**config.mk**
```make
export PLATFORM = sky130hd
export DESIGN_NAME = sap_reg_bank
export DESIGN_NICKNAME = d
export VERILOG_FILES = /design/src/rtl/sap_pkg.sv /design/src/rtl/sap_alu_unary.sv /design/src/rtl/sap_reg_bank.sv
export SDC_FILE = /design/constraint.sdc
export NUM_CORES = 1
export LEC_CHECK = 0
export CAP_MARGIN = 5
export CORE_UTILIZATION = 47
export CTS_BUF_LIST = sky130_fd_sc_hd__clkbuf_4 sky130_fd_sc_hd__clkbuf_8
export DETAILED_ROUTE_END_ITERATION = 8
export PLACE_DENSITY = 0.89
export SLEW_MARGIN = 15
export SYNTH_ARGS = -nofsm -noshare
export SYNTH_HDL_FRONTEND = slang
export SYNTH_SLANG_ARGS = --single-unit
```
**constraint.sdc**
```tcl
create_clock -name clk_i -period 3 [get_ports clk_i]
set_input_delay 0.6 -clock clk_i [delete_from_list [all_inputs] [get_ports clk_i]]
set_output_delay 0.6 -clock clk_i [all_outputs]
set_load 0.005 [all_outputs]
```
**src/rtl/sap_pkg.sv**
```systemverilog
// rtl/sap_pkg.sv - shared op codes and flag indices for the SAP register bank
package sap_pkg;

  localparam logic [2:0] OP_NOP = 3'b000;
  localparam logic [2:0] OP_LD  = 3'b001;
  localparam logic [2:0] OP_INC = 3'b010;
  localparam logic [2:0] OP_DEC = 3'b011;
  localparam logic [2:0] OP_SHL = 3'b100;
  localparam logic [2:0] OP_SHR = 3'b101;
  localparam logic [2:0] OP_ROL = 3'b110;
  localparam logic [2:0] OP_ROR = 3'b111;

  // Bit positions when a controller packs the flags into one vector
  localparam int FLAG_Z = 0;
  localparam int FLAG_S = 1;
  localparam int FLAG_C = 2;

endpackage

```
**src/rtl/sap_alu_unary.sv**
```systemverilog
// rtl/sap_alu_unary.sv - combinational single-operand ALU (load/inc/dec/shift/rotate)
module sap_alu_unary
  import sap_pkg::*;
#(
  parameter int WIDTH = 8
) (
  input  logic [2:0]       op_i,
  input  logic [WIDTH-1:0] operand_i,
  input  logic [WIDTH-1:0] bus_i,
  output logic [WIDTH-1:0] result_o,
  output logic             carry_o
);

  always_comb begin
    result_o = operand_i;
    carry_o  = 1'b0;
    case (op_i)
      OP_LD: begin
        result_o = bus_i;
        carry_o  = 1'b0;
      end
      OP_INC: begin
        result_o = operand_i + 1'b1;
        carry_o  = &operand_i;
      end
      OP_DEC: begin
        // Carry acts as borrow on the 0 -> all-ones wrap
        result_o = operand_i - 1'b1;
        carry_o  = ~|operand_i;
      end
      OP_SHL: begin
        result_o = {operand_i[WIDTH-2:0], 1'b0};
        carry_o  = operand_i[WIDTH-1];
      end
      OP_SHR: begin
        result_o = {1'b0, operand_i[WIDTH-1:1]};
        carry_o  = operand_i[0];
      end
      OP_ROL: begin
        result_o = {operand_i[WIDTH-2:0], operand_i[WIDTH-1]};
        carry_o  = operand_i[WIDTH-1];
      end
      OP_ROR: begin
        result_o = {operand_i[0], operand_i[WIDTH-1:1]};
        carry_o  = operand_i[0];
      end
      default: begin
        result_o = operand_i;
        carry_o  = 1'b0;
      end
    endcase
  end

endmodule

```
**src/rtl/sap_reg_bank.sv**
```systemverilog
// rtl/sap_reg_bank.sv - SAP register array with in-place unary ops and Z/S/C flags
module sap_reg_bank
  import sap_pkg::*;
#(
  parameter int WIDTH = 8,
  parameter int NREGS = 4,
  parameter int SEL_W = $clog2(NREGS)
) (
  input  logic                   clk_i,
  input  logic                   rst_i,
  input  logic [2:0]             op_i,
  input  logic [SEL_W-1:0]       op_sel_i,
  input  logic [WIDTH-1:0]       bus_i,
  input  logic [SEL_W-1:0]       rd_sel_i,
  output logic [WIDTH-1:0]       bus_o,
  output logic [NREGS*WIDTH-1:0] parallel_o,
  output logic                   zero_o,
  output logic                   sign_o,
  output logic                   carry_o
);

  localparam logic [SEL_W:0] NREGS_L = (SEL_W+1)'(NREGS);

  logic [WIDTH-1:0] regs_q [NREGS];
  logic [WIDTH-1:0] regs_d [NREGS];
  logic             zero_q, zero_d;
  logic             sign_q, sign_d;
  logic             carry_q, carry_d;

  logic             op_valid;
  logic [WIDTH-1:0] operand;
  logic [WIDTH-1:0] alu_result;
  logic             alu_carry;

  // Out-of-range selects only exist when NREGS is not a power of two
  assign op_valid = ({1'b0, op_sel_i} < NREGS_L) && (op_i != OP_NOP);

  always_comb begin
    operand = '0;
    for (int k = 0; k < NREGS; k++) begin
      if (op_sel_i == SEL_W'(k)) operand = regs_q[k];
    end
  end

  sap_alu_unary #(.WIDTH(WIDTH)) u_alu (
    .op_i      (op_i),
    .operand_i (operand),
    .bus_i     (bus_i),
    .result_o  (alu_result),
    .carry_o   (alu_carry)
  );

  always_comb begin
    for (int k = 0; k < NREGS; k++) regs_d[k] = regs_q[k];
    zero_d  = zero_q;
    sign_d  = sign_q;
    carry_d = carry_q;
    if (op_valid) begin
      for (int k = 0; k < NREGS; k++) begin
        if (op_sel_i == SEL_W'(k)) regs_d[k] = alu_result;
      end
      zero_d  = ~|alu_result;
      sign_d  = alu_result[WIDTH-1];
      carry_d = alu_carry;
    end
  end

  always_ff @(posedge clk_i) begin
    if (rst_i) begin
      for (int k = 0; k < NREGS; k++) regs_q[k] <= '0;
      zero_q  <= 1'b1;
      sign_q  <= 1'b0;
      carry_q <= 1'b0;
    end else begin
      for (int k = 0; k < NREGS; k++) regs_q[k] <= regs_d[k];
      zero_q  <= zero_d;
      sign_q  <= sign_d;
      carry_q <= carry_d;
    end
  end

  always_comb begin
    bus_o = '0;
    for (int k = 0; k < NREGS; k++) begin
      if (rd_sel_i == SEL_W'(k)) bus_o = regs_q[k];
    end
  end

  for (genvar g = 0; g < NREGS; g++) begin : g_par
    assign parallel_o[g*WIDTH +: WIDTH] = regs_q[g];
  end

  assign zero_o  = zero_q;
  assign sign_o  = sign_q;
  assign carry_o = carry_q;

endmodule

```
# After elaboration in Yosys (flattened, before gate mapping)
# Memory sizes are Yosys's and may differ from the RTL's.
# Index checks and enable logic that the tools add are counted.
# classes
addsub,2
n_eq_ne,13
mux,22
bitwise_logic,4
reduce_logical,10
# op_table
operator,count
8-bit two-way mux,16
8-bit case mux with 7 select lines,1
32-bit two-way mux,1
8-bit OR reduction,2
"3-bit equality test, second input constant",4
"8-bit by 1-bit adder with 8-bit output, second input constant",1
"2-bit equality test, second input constant",4
8-bit AND reduction,1
"8-bit by 1-bit subtractor with 8-bit output, second input constant",1
"3-bit by 2-bit equality test with 1-bit output, second input constant",2
"2-bit by 1-bit equality test with 1-bit output, second input constant",2
2-bit zero test,2
1-bit OR,4
1-bit case mux with 4 select lines,1
2-bit OR reduction,2
"3-bit by 1-bit equality test with 1-bit output, second input constant",1
1-bit two-way mux,3
3-bit nonzero test,1
1-bit zero test,2
# totals
reg_bits,3
mem_bits_rw,32
inputBits,17
wordCells,55
mem_count,1
# memory_table
memory,words,word_bits,rd,rd_clocked_by_memory_dff,wr,line_no,rtl
regs_q,4,8,4,0,4,sap_reg_bank.sv:24,logic [WIDTH-1:0] regs_q [NREGS];

# Depth between registers and ports, before layout
# Gate-level depths: netlist of run 1.
# depth
depth_word,10
ltp_mapped,12

# Cells and area by module
# Synthesis of run 1 repeated with hierarchy kept, for this count alone.
# unflattened
hier_cells,298
area_unflattened_um2,2661.3
# modules_own_cells
module,instances,cells_each,area_per_inst_um2,seq_area_each_um2
sap_reg_bank,1,162,1799.2,700.7
sap_alu_unary,1,136,862.1,0.0

# Least setup slack after synthesis of run 1
# Ideal clock, no wire load.
# synth_path
path_type,input -> register
start,input op_sel_i[1]
end,register zero_q (netlist: zero_o)
setup_time_ns,0.059
arrival_ns,2.962
setup_slack_ns,-0.021
path_stages,11
cell_sequence,buf_6 -> mux4_2 -> ha_1 -> clkbuf_1 -> a21oi_1 -> and3_1 -> o211ai_1 -> o31ai_1 -> nor3_1 -> a21boi_1 -> a31o_1
# synth_between
elab_chain_cells,9
word_cells_on_any_way,13
# synth_rtl
element,line_no,rtl
"start, declared",sap_reg_bank.sv:12,"input logic [SEL_W-1:0] op_sel_i,"
2-bit zero test,sap_reg_bank.sv:41,if (op_sel_i == SEL_W'(k)) operand = regs_q[k];
8-bit two-way mux (3 in a row),sap_reg_bank.sv:41,
8-bit two-way mux *,sap_reg_bank.sv:41,
8-bit by 1-bit subtractor with 8-bit output or 8-bit by 1-bit adder with 8-bit output (tied branches),"sap_alu_unary.sv:28, sap_alu_unary.sv:23",
8-bit case mux with 7 select lines *,sap_alu_unary.sv:17,case (op_i)
8-bit OR reduction *,sap_reg_bank.sv:62,zero_d = ~|alu_result;
1-bit zero test *,sap_reg_bank.sv:62,
"end signal, assigned",sap_reg_bank.sv:76,zero_q <= zero_d;
"end, declared",sap_reg_bank.sv:26,"logic zero_q, zero_d;"
# Every way passes the cells marked *; elsewhere a longest branch is shown, timed or not.
# A chain may end at the register's enable or synchronous reset.

# Worst setup path after layout of run 1
# layout_path
start,input rd_sel_i[1]
end,output bus_o[5]
# layout_between
elab_chain_cells,5
word_cells_on_any_way,8
# layout_rtl
element,line_no,rtl
"start, declared",sap_reg_bank.sv:14,"input logic [SEL_W-1:0] rd_sel_i,"
2-bit zero test,sap_reg_bank.sv:85,if (rd_sel_i == SEL_W'(k)) bus_o = regs_q[k];
8-bit two-way mux (3 in a row),sap_reg_bank.sv:85,
8-bit two-way mux *,sap_reg_bank.sv:85,
"end, declared",sap_reg_bank.sv:15,"output logic [WIDTH-1:0] bus_o,"
# Marked as above.

==> results of run 1 <==
[synth_stat cells (all sizes together), types with 2 or more instances]
master	n
nor3b	4
a311oi	8
buf	10
a32oi	2
a21oi	14
inv	9
xnor2	5
nand2	9
dfxtp	35
a21o	3
xor2	4
a31oi	6
nand2b	4
nor4	3
o2111ai	3
nor2b	4
nor3	9
nand3b	3
a22o	2
o31ai	3
o21ai	9
ha	6
o22ai	2
nor2	45
mux4	16
nand4	3
mux2	6
a211oi	22
mux2i	9
clkbuf	14
[critical path: stages]
cell	delay, ns
clkdlybuf4s50_1	0.54
buf_12	0.17
mux4_2	0.55
clkdlybuf4s50_1	0.49
[through the flow]
step                hold slack (ns)  setup slack (ns)  area (µm²)  total power, mW
floorplan                     0.453           0.00243        2580            0.808
global placement              0.450            -0.503        3540             1.03
detailed placement            0.454            -0.556        3540             1.05
CTS                           0.463            0.0109        3800             1.52
global route                  0.500            0.0327        3800             1.59
finish                        0.459            0.0414        3800             1.54
[final timing paths]
check	endpoint	slack [ns]	cells past startpoint
hold / removal	sign_o$_SDFFE_PP0N_	0.46	2
hold reg to reg	sign_o$_SDFFE_PP0N_	0.46	2
setup reg to reg	regs_q[0][5]$_SDFFE_PP0P_	0.43	8
setup / recovery	bus_o[5]	0.04	4
[flip-flops by register name (all words and copies together) (netlist names)]
register / cells
carry_o: 1
regs_q: 32
sign_o: 1
zero_o: 1
[metal layers]
metal	vias to the layer above	share of wire
met5	-	0
met4	0	0.040
met3	40	0.094
met2	222	0.48
met1	1336	0.39
li1	1260	-
[final cells by class]
cell class	instances	area share
multi-input combinational	214	0.483
clock inverter	2	0.00923
tap	70	0.0231
sequential	35	0.185
inverter	9	0.00890
clock buffer	6	0.0217
timing repair buffer	111	0.270
[where the power goes]
| group | leakage, nW | internal, mW | switching, mW |
|---|---|---|---|
| Sequential | 0.288 | 0.498 | 0.0441 |
| Combinational | 1.07 | 0.288 | 0.263 |
| Clock | 0.0612 | 0.269 | 0.176 |
[what timing repair did]
action / CTS / global route
pin swaps: 8 / 6
setup endpoints to repair: 21 / 20
hold buffers: 0 / 0
buffers inserted: 2 / 0
cloned: 1 / 0
gates resized for setup: 15 / 5
[logic make-up (layout without fill, tap and decap cells)]
| kind of cell | Yosys count | in the layout | share of synthesized area |
|---|---|---|---|
| adders and majority gates | 7 | 7 | 0.0369 |
| DFF | 35 | 35 | 0.272 |
| muxes | 31 | 31 | 0.201 |
| buffers and inverters | 33 | 128 | 0.0563 |
| and+or+nand+nor | 88 | 88 | 0.169 |
| xor gates and xnor gates | 9 | 9 | 0.0335 |
| AOI/OAI and AO/OA | 79 | 79 | 0.231 |
==> results_dict.tcl, run 1 <==
set metrics [dict create \
    synthArstFlopShare 0 \
    drt_iter0_markers 322 \
    period_minus_slack_ns 2.96 \
    clock-sinks 35 \
    hold_start "sign_o$_SDFFE_PP0N_" \
    gp_congestion 0.978 \
    num-nets-final 400 \
    drv_slew 0 \
    worst_pin_slew_ns 0.631 \
    final_util 0.730 \
    final_common_cell "clkdlybuf4s50_1" \
    grtUsageTotal 0.331 \
    pin_count 60 \
    finalCritPeriodShare 0.986 \
    setup_viol 0 \
    synth_cell_types 51 \
    synth_edf_count 0 \
    netlist.area_leader.share 0.272 \
    cellPowerDensity_mw_per_mm2 405 \
    synth_area_leader_cell "dfxtp_1" \
    cp.required_ns 2.40 \
    multi_input_area_mm2 0.00183 \
    syn_area_per_cell_um2 9.14 \
    skew_ns 0.00717 \
    synth_area_leaders "dfxtp_1 27%, mux4_2 14%, nor2_1 6.6%" \
    arrival_ns 2.36 \
    yosysSeqAreaShare 0.272 \
    crit_start "rd_sel_i[1]" \
    hp-class "flip-flop to flip-flop" \
    ys.flop_type "dfxtp_1" \
    dieArea_mm2 0.00578 \
    diodes 0 \
    drv_cap 0 \
    met1_usage 0.428 \
    via_per_inst 6.39 \
    use_met3 0.0431 \
    syn-num-nets 306 \
    ff_latch_area_um2 701 \
    maxSlewHeadroom 0.576 \
    start_kind "primary input" \
    status "finished, final reports clean" \
    numPlacedInstances 436 \
    ir_worst_vdd_mv 0.351 \
    clockBufferDepth 2 \
    antenna_found_initial 0 \
    use_met2 0.562 \
    initial_core_util 0.495 \
    path_class "primary input to output port" \
    cts_buffers 5 \
    drc 0 \
    clk_latency_ns 0.29 \
    netlist_instances 282 \
    layout_common_cells "57 x clkdlybuf4s50_1, 49 x buf_4, 45 x nor2_1" \
    grt_setup_unrepaired "no" \
    fillers 354 \
    syn-cell-area_mm2 0.00258 \
    cts_tree "yes" \
    reg2reg_from "regs_q[3][4]$_SDFFE_PP0P_" \
    drt_wl_total_mm 9.34 \
    top_usage_layer "met2" \
    cts-root-buf "clkbuf_8" \
    fp.dieH_um 76.1 \
    area_growth_pct 47.3 \
    power.leakage_nw 1.42 \
    clkSlewWorstSetupHoldPaths_ns 0.07 \
    die_x_um 76.1 \
    wl_per_cell_um 20.9 \
    yosys_warnings 0 \
    layout-drive-gt1-share 0.300 \
    hold_violations 0 \
    htreeDepth 2 \
    final.setup.tns_ns 0 \
    port_buffers 59 \
    grt_max_degree 36 \
    crit_fanout 8 \
    grt_pass1_vias 2761 \
    grt_pass1_wl_mm 15.1 \
    vias 2858 \
    final_antenna_net_count 0 \
    fmaxAchievable_ghz 0.338 \
    grt_overflow 0 \
    dp_hpwl_mm 6.18 \
    first_pass_iters 5 \
    worstSetupEndpointType "output port" \
    ys_ff_latch 35 \
    instances_no_fill 447 \
    core_mm2 0.00520 \
    num_rows 26 \
]
Power figures use the tool's default switching activity.
==> run 2: changes to the inputs <==
--- a/config.mk
+++ b/config.mk
@@ -10,6 +10,7 @@
 export CTS_BUF_LIST = sky130_fd_sc_hd__clkbuf_4 sky130_fd_sc_hd__clkbuf_8
 export DETAILED_ROUTE_END_ITERATION = 8
 export PLACE_DENSITY = 0.89
+export RECOVER_POWER = 25
 export SLEW_MARGIN = 15
 export SYNTH_ARGS = -nofsm -noshare
 export SYNTH_HDL_FRONTEND = slang
==> run 2 against run 1 <==
- power is 0.33% lower
- cell area stayed put
- clock power hardly changed
- register-to-register slack hardly changed
- cell count stayed put
- wire length is 0.74% higher
- critical path depth stayed put
- sequential power hardly changed
- worst setup slack worse by 0.00060 ns
- critical path type unchanged
- critical endpoint unchanged
==> results_dict.tcl, run 2 (synthesis results as in run 1) <==
set metrics [dict create \
    status "finished, final reports clean" \
    skew_ns 0.00895 \
    clkPwrFrac 0.291 \
    grt_setup_unrepaired "no" \
    drt_iter0_markers 353 \
    fp.dieH_um 76.1 \
    area_growth_pct 47.3 \
    start_kind "primary input" \
    finalCritPeriodShare 0.986 \
    ff2ff_setup_slack_ns 0.43 \
    first_pass_iters 5 \
    numPlacedInstances 436 \
    hold_violations 0 \
    p_int_mw 1.05 \
    fin_ws_ns 0.0408 \
    final_common_cell "buf_4" \
    p_comb_frac 0.355 \
    gp_congestion 0.978 \
    p_sw_frac 0.316 \
    die_x_um 76.1 \
    dp_hpwl_mm 6.18 \
    pre_cts_slack_ns -0.556 \
    final_area_mm2 0.00380 \
    clock-sinks 35 \
    num_rows 26 \
    largest_register_ffs 32 \
    power.leakage_nw 1.47 \
    cp.required_ns 2.40 \
    placed_cell_area_mm2 0.00354 \
    worst_pin_slew_ns 0.628 \
    instances_no_fill 447 \
    wl_per_cell_um 21.1 \
    layout-drive-gt1-share 0.300 \
    ir_worst_vdd_mv 0.348 \
    port_buffers 59 \
    layout_common_cells "49 x buf_4, 45 x nor2_1, 38 x clkdlybuf4s50_1" \
    clockBufferDepth 2 \
    sequentialPowerShare 0.354 \
    arrival_ns 2.36 \
    maxSlewHeadroom 0.578 \
    cellPowerDensity_mw_per_mm2 404 \
    pin_count 60 \
    top_register "regs_q" \
    whs_ns 0.457 \
    grt_pass1_vias 2761 \
    core_mm2 0.00520 \
    clk_latency_ns 0.29 \
    dieArea_mm2 0.00578 \
    grt_max_degree 36 \
    fmaxAchievable_ghz 0.338 \
    drv_slew 0 \
    p_total_mw 1.53 \
    vias 2859 \
    cts_tree "yes" \
    drc 0 \
    power.switching_mw 0.485 \
    grtUsageTotal 0.331 \
    worstSetupEndpointType "output port" \
    setup_viol 0 \
    diodes 0 \
    htreeDepth 2 \
    antenna_found_initial 0 \
    period_minus_slack_ns 2.96 \
    cts-root-buf "clkbuf_8" \
    via_per_inst 6.40 \
    grt_overflow 0 \
    clkSlewWorstSetupHoldPaths_ns 0.07 \
    grt_pass1_wl_mm 15.1 \
    final_antenna_net_count 0 \
    initial_core_util 0.495 \
    drt_wl_total_mm 9.41 \
    drv_cap 0 \
    hp-class "flip-flop to flip-flop" \
    final_util 0.730 \
    final.setup.tns_ns 0 \
    cts_buffers 5 \
    path_class "primary input to output port" \
    num-nets-final 400 \
    crit_fanout 8 \
]
[run 2: cell types whose count changed in the layout (fill, tap and decap cells not counted)]
cell	previous run	this run
clkdlybuf4s50_1	57	38
dlygate4sd3_1	0	19
[run 2: area by class of cell]
cell class	count	area (µm²)
clock inverters	2	35.0
repair buffers	111	1020
clock buffers	6	82.6
fillers	354	1410
multi-input cells	214	1830
well taps	70	87.6
flip-flops and latches	35	701
inverters	9	33.8
[run 2: routing by layer]
metal  global-route usage  vias to the layer above  share of wire
met5                    0                        -              0
met1                0.428                     1328           0.39
met2                0.562                      233           0.48
li1                     -                     1258              -
met3               0.0431                       40          0.097
met4                0.131                        0          0.035
[run 2: worst paths after layout]
kind	end	startpoint	cells past startpoint
setup / recovery	bus_o[5]	rd_sel_i[1]	4
hold reg to reg	sign_o$_SDFFE_PP0N_	sign_o$_SDFFE_PP0N_	2
setup reg to reg	zero_o$_SDFFE_PP1N_	regs_q[1][5]$_SDFFE_PP0P_	10
hold / removal	sign_o$_SDFFE_PP0N_	sign_o$_SDFFE_PP0N_	2
[run 2: power groups by stage]
stage          Sequential (mW)  Clock [mW]  Combinational [mW]
2_1_floorplan            0.537           0               0.270
3_3_place_gp             0.545           0               0.490
3_5_place_dp             0.547           0               0.501
4_1_cts                  0.538       0.446               0.535
5_1_grt                  0.544       0.465               0.577
6_report                 0.543       0.446               0.545
[run 2: repair_timing]
action,CTS,global route
buffers inserted,2,0
pin swaps,8,6
gates cloned,1,0
hold buffers,0,0
resized for setup,15,5
setup endpoints to repair,21,20
[run 2: critical path, cell delays in order]
cell	delay [ns]
clkdlybuf4s50_1	0.54
buf_12	0.17
mux4_2	0.55
clkdlybuf4s50_1	0.48
==> run 3: changes to the inputs <==
--- a/config.mk
+++ b/config.mk
@@ -5,10 +5,13 @@
 export SDC_FILE = /design/constraint.sdc
 export NUM_CORES = 1
 export LEC_CHECK = 0
+export ABC_AREA = 1
 export CAP_MARGIN = 5
-export CORE_UTILIZATION = 47
+export CORE_UTILIZATION = 60
 export CTS_BUF_LIST = sky130_fd_sc_hd__clkbuf_4 sky130_fd_sc_hd__clkbuf_8
 export DETAILED_ROUTE_END_ITERATION = 8
+export DONT_BUFFER_PORTS = 1
+export GPL_ROUTABILITY_DRIVEN = 0
 export PLACE_DENSITY = 0.89
 export RECOVER_POWER = 25
 export SLEW_MARGIN = 15
==> run 3 against run 2 <==
- power down 24%
- critical endpoint is now regs_q[3][7]$_SDFFE_PP0P_
- via count up 3.4%
- utilization down 6.4 points
- sequential share of layout area up 7.3 points
- largest power group is now registers
==> results_dict.tcl, run 3 <==
set metrics [dict create \
    grt_setup_unrepaired "no" \
    via_per_inst 6.19 \
    hold_violations 0 \
    crit_fanout 9 \
    multi_input_area_mm2 0.00152 \
    wl_per_cell_um 15.8 \
    whs_ns 0.391 \
    num_rows 23 \
    reg2regPathDepth 14 \
    worst_path_most_repeated_cell "inv_1" \
    critPathTopFamily "simple AND/OR/NAND/NOR gates" \
    grt_pass1_wl_mm 12.0 \
    dieArea_mm2 0.00461 \
    arrival_ns 2.86 \
    cellPowerDensity_mw_per_mm2 428 \
    yosys_warnings 0 \
    syn-cell-area_mm2 0.00260 \
    power.leakage_nw 1.45 \
    layout-drive-gt1-share 0.0843 \
    status "finished, final reports clean" \
    drc 0 \
    yosysMostFrequentCell "inv_1" \
    crit_chain "nor2_2 > inv_1 > o211ai_1 > o21ai_0 > inv_1 > ha_1 > inv_1 > nor4_1 > nand2_2 > nand2_1 > nand2_1 > nand3_2 > nand2_2 > o21ai_0 > inv_1" \
    first_pass_iters 8 \
    maxSlewHeadroom 0.603 \
    path_class "primary input to flip-flop" \
    top_register "regs_q" \
    ys.flop_type "dfxtp_1" \
    cts_tree "yes" \
    synth_fa_ha_area_frac 0.0365 \
    hold_start "rst_i" \
    layout_common_cells "82 x inv_1, 79 x nand2_1, 55 x o21ai_0" \
    synth_cell_types 37 \
    drv_cap 0 \
    drv_slew 0 \
    clock-sinks 35 \
    fp.dieH_um 67.9 \
    fillers 360 \
    ff2ff_setup_slack_ns 0.35 \
    worst_pin_slew_ns 0.593 \
    yosysSeqAreaShare 0.269 \
    core_mm2 0.00409 \
    synthArstFlopShare 0 \
    dp_hpwl_mm 5.90 \
    rr_endpoint "regs_q[3][7]$_SDFFE_PP0P_" \
    netlist_instances 426 \
    synth_area_leaders "dfxtp_1 27%, inv_1 12%, nand2_1 11%" \
    synthXorXnorAreaFrac 0.00336 \
    largest_register_ffs 32 \
    ir_worst_vdd_mv 0.292 \
    cts-root-buf "clkbuf_8" \
    clk_latency_ns 0.28 \
    synth_area_leader_cell "dfxtp_1" \
    diodes 0 \
    synth_top_family_by_area "simple AND/OR/NAND/NOR gates" \
    initial_core_util 0.637 \
    cts_buffers 5 \
    port_buffers 0 \
    grt_overflow 0 \
    cts_hold_buf 0 \
    syn_area_per_cell_um2 6.12 \
    crit_start "op_sel_i[1]" \
    ff_latch_area_um2 701 \
    final.setup.tns_ns 0 \
    whs_endpoint "carry_o$_SDFFE_PP0N_" \
    grt_pass1_vias 2551 \
    cp.required_ns 3.17 \
    ys_top_cells_by_count "82 x inv_1, 79 x nand2_1, 55 x o21ai_0" \
    antenna_found_initial 0 \
    final_util 0.666 \
    hp-class "primary input to flip-flop" \
    clkSlewWorstSetupHoldPaths_ns 0.06 \
    netlist.area_leader.share 0.269 \
    htreeDepth 2 \
    grt_max_degree 32 \
    syn-num-nets 450 \
    finalCritPeriodShare 0.898 \
    drt_iter0_markers 384 \
    grtUsageTotal 0.347 \
    worst_path_largest_cell_delay_ns 0.33 \
    final_antenna_net_count 0 \
    die_x_um 67.9 \
    worstSetupEndpointType "flip-flop" \
    setup_viol 0 \
    drt_wl_total_mm 7.53 \
    synth_mux_area_frac 0 \
    final_common_cell "inv_1" \
    area_growth_pct 4.42 \
    synthSimpleGateAreaFrac 0.318 \
    ys_ff_latch 35 \
    start_kind "primary input" \
    cts_resized 0 \
    synth_compound_area_frac 0.227 \
    clockBufferDepth 2 \
    cpMaxStageDelayCell "nor4_1" \
    post_cts_buffers 0 \
    fmaxAchievable_ghz 0.371 \
    synth_edf_count 0 \
    reg2reg_from "regs_q[1][5]$_SDFFE_PP0P_" \
    period_minus_slack_ns 2.69 \
    crit_buf_inv 4 \
    vias 2955 \
    skew_ns 0.00400 \
    holdPathStages 1 \
    num-nets-final 452 \
    pin_count 60 \
]
-- run 3: cell types whose count changed after synthesis, sizes merged, moves of 10 or more --
cell,delta
clkbuf,-10
nand3,+33
o21ai,+47
mux4,-16
a211oi,-22
nand2,+82
a21oi,+26
inv,+79
-- run 3: per-stage QoR --
| step | setup slack, ns | power, mW | instances | area, µm² |
|---|---|---|---|---|
| 2_1_floorplan | 0.471 | 0.770 | 426 | 2610 |
| 3_3_place_gp | 0.302 | 0.841 | 471 | 2640 |
| 3_5_place_dp | 0.158 | 0.849 | 471 | 2640 |
| 4_1_cts | 0.410 | 1.15 | 477 | 2720 |
| 5_1_grt | 0.178 | 1.23 | 477 | 2720 |
| 6_report | 0.306 | 1.17 | 477 | 2720 |
-- run 3: area by class of cell --
type / count / share of cell area
Clock buffer: 6 / 0.0281
Sequential cell: 35 / 0.258
Timing Repair Buffer: 3 / 0.00828
Tap cell: 50 / 0.0230
Multi-Input combinational cell: 294 / 0.560
Inverter: 89 / 0.123
-- run 3: cells by family after synthesis --
logic type | after synthesis
flip-flops | 35
AO/OA/AOI/OAI | 111
adder cells (fa/ha/maj) | 7
XOR/XNOR | 1
buffers and inverters | 97
AND/OR/NAND/NOR | 175
-- run 3: worst max path at each step --
stage / end / slack [ns] / cells past startpoint
final: regs_q[3][7]$_SDFFE_PP0P_ / 0.31 / 15
after global placement: sign_o$_SDFFE_PP0N_ / 0.30 / 16
after CTS: regs_q[3][7]$_SDFFE_PP0P_ / 0.41 / 15
after global routing: sign_o$_SDFFE_PP0N_ / 0.18 / 16
after detailed placement: regs_q[3][7]$_SDFFE_PP0P_ / 0.16 / 15
after floorplan: zero_o$_SDFFE_PP1N_ / 0.47 / 15
-- run 3: worst reg2reg max path: stages, from the launching register on --
cell and delay [ns]:
dfxtp_1 0.34, o21ai_0 0.22, o211ai_1 0.12, o21ai_0 0.19, inv_1 0.17, ha_1 0.38
inv_1 0.09, nor4_1 0.33, nand2_2 0.11, nand2_1 0.09, nand2_1 0.06, nand3_2 0.08
nand2_2 0.09, o21ai_0 0.20, inv_1 0.07
-- run 3: where the power goes --
group | internal [mW] | switching (mW) | leakage, nW | total, mW
sequential | 0.499 | 0.0387 | 0.288 | 0.538
clock | 0.163 | 0.148 | 0.0406 | 0.311
combinational | 0.0988 | 0.217 | 1.12 | 0.316
-- run 3: layer usage --
layer,wire length (µm),share of wire,track usage,vias to the layer above
li1,-,-,-,1382
met1,2940,0.39,0.466,1299
met2,3260,0.43,0.516,237
met3,1110,0.15,0.117,37
met4,220,0.029,0.115,0
met5,0,0,0,-
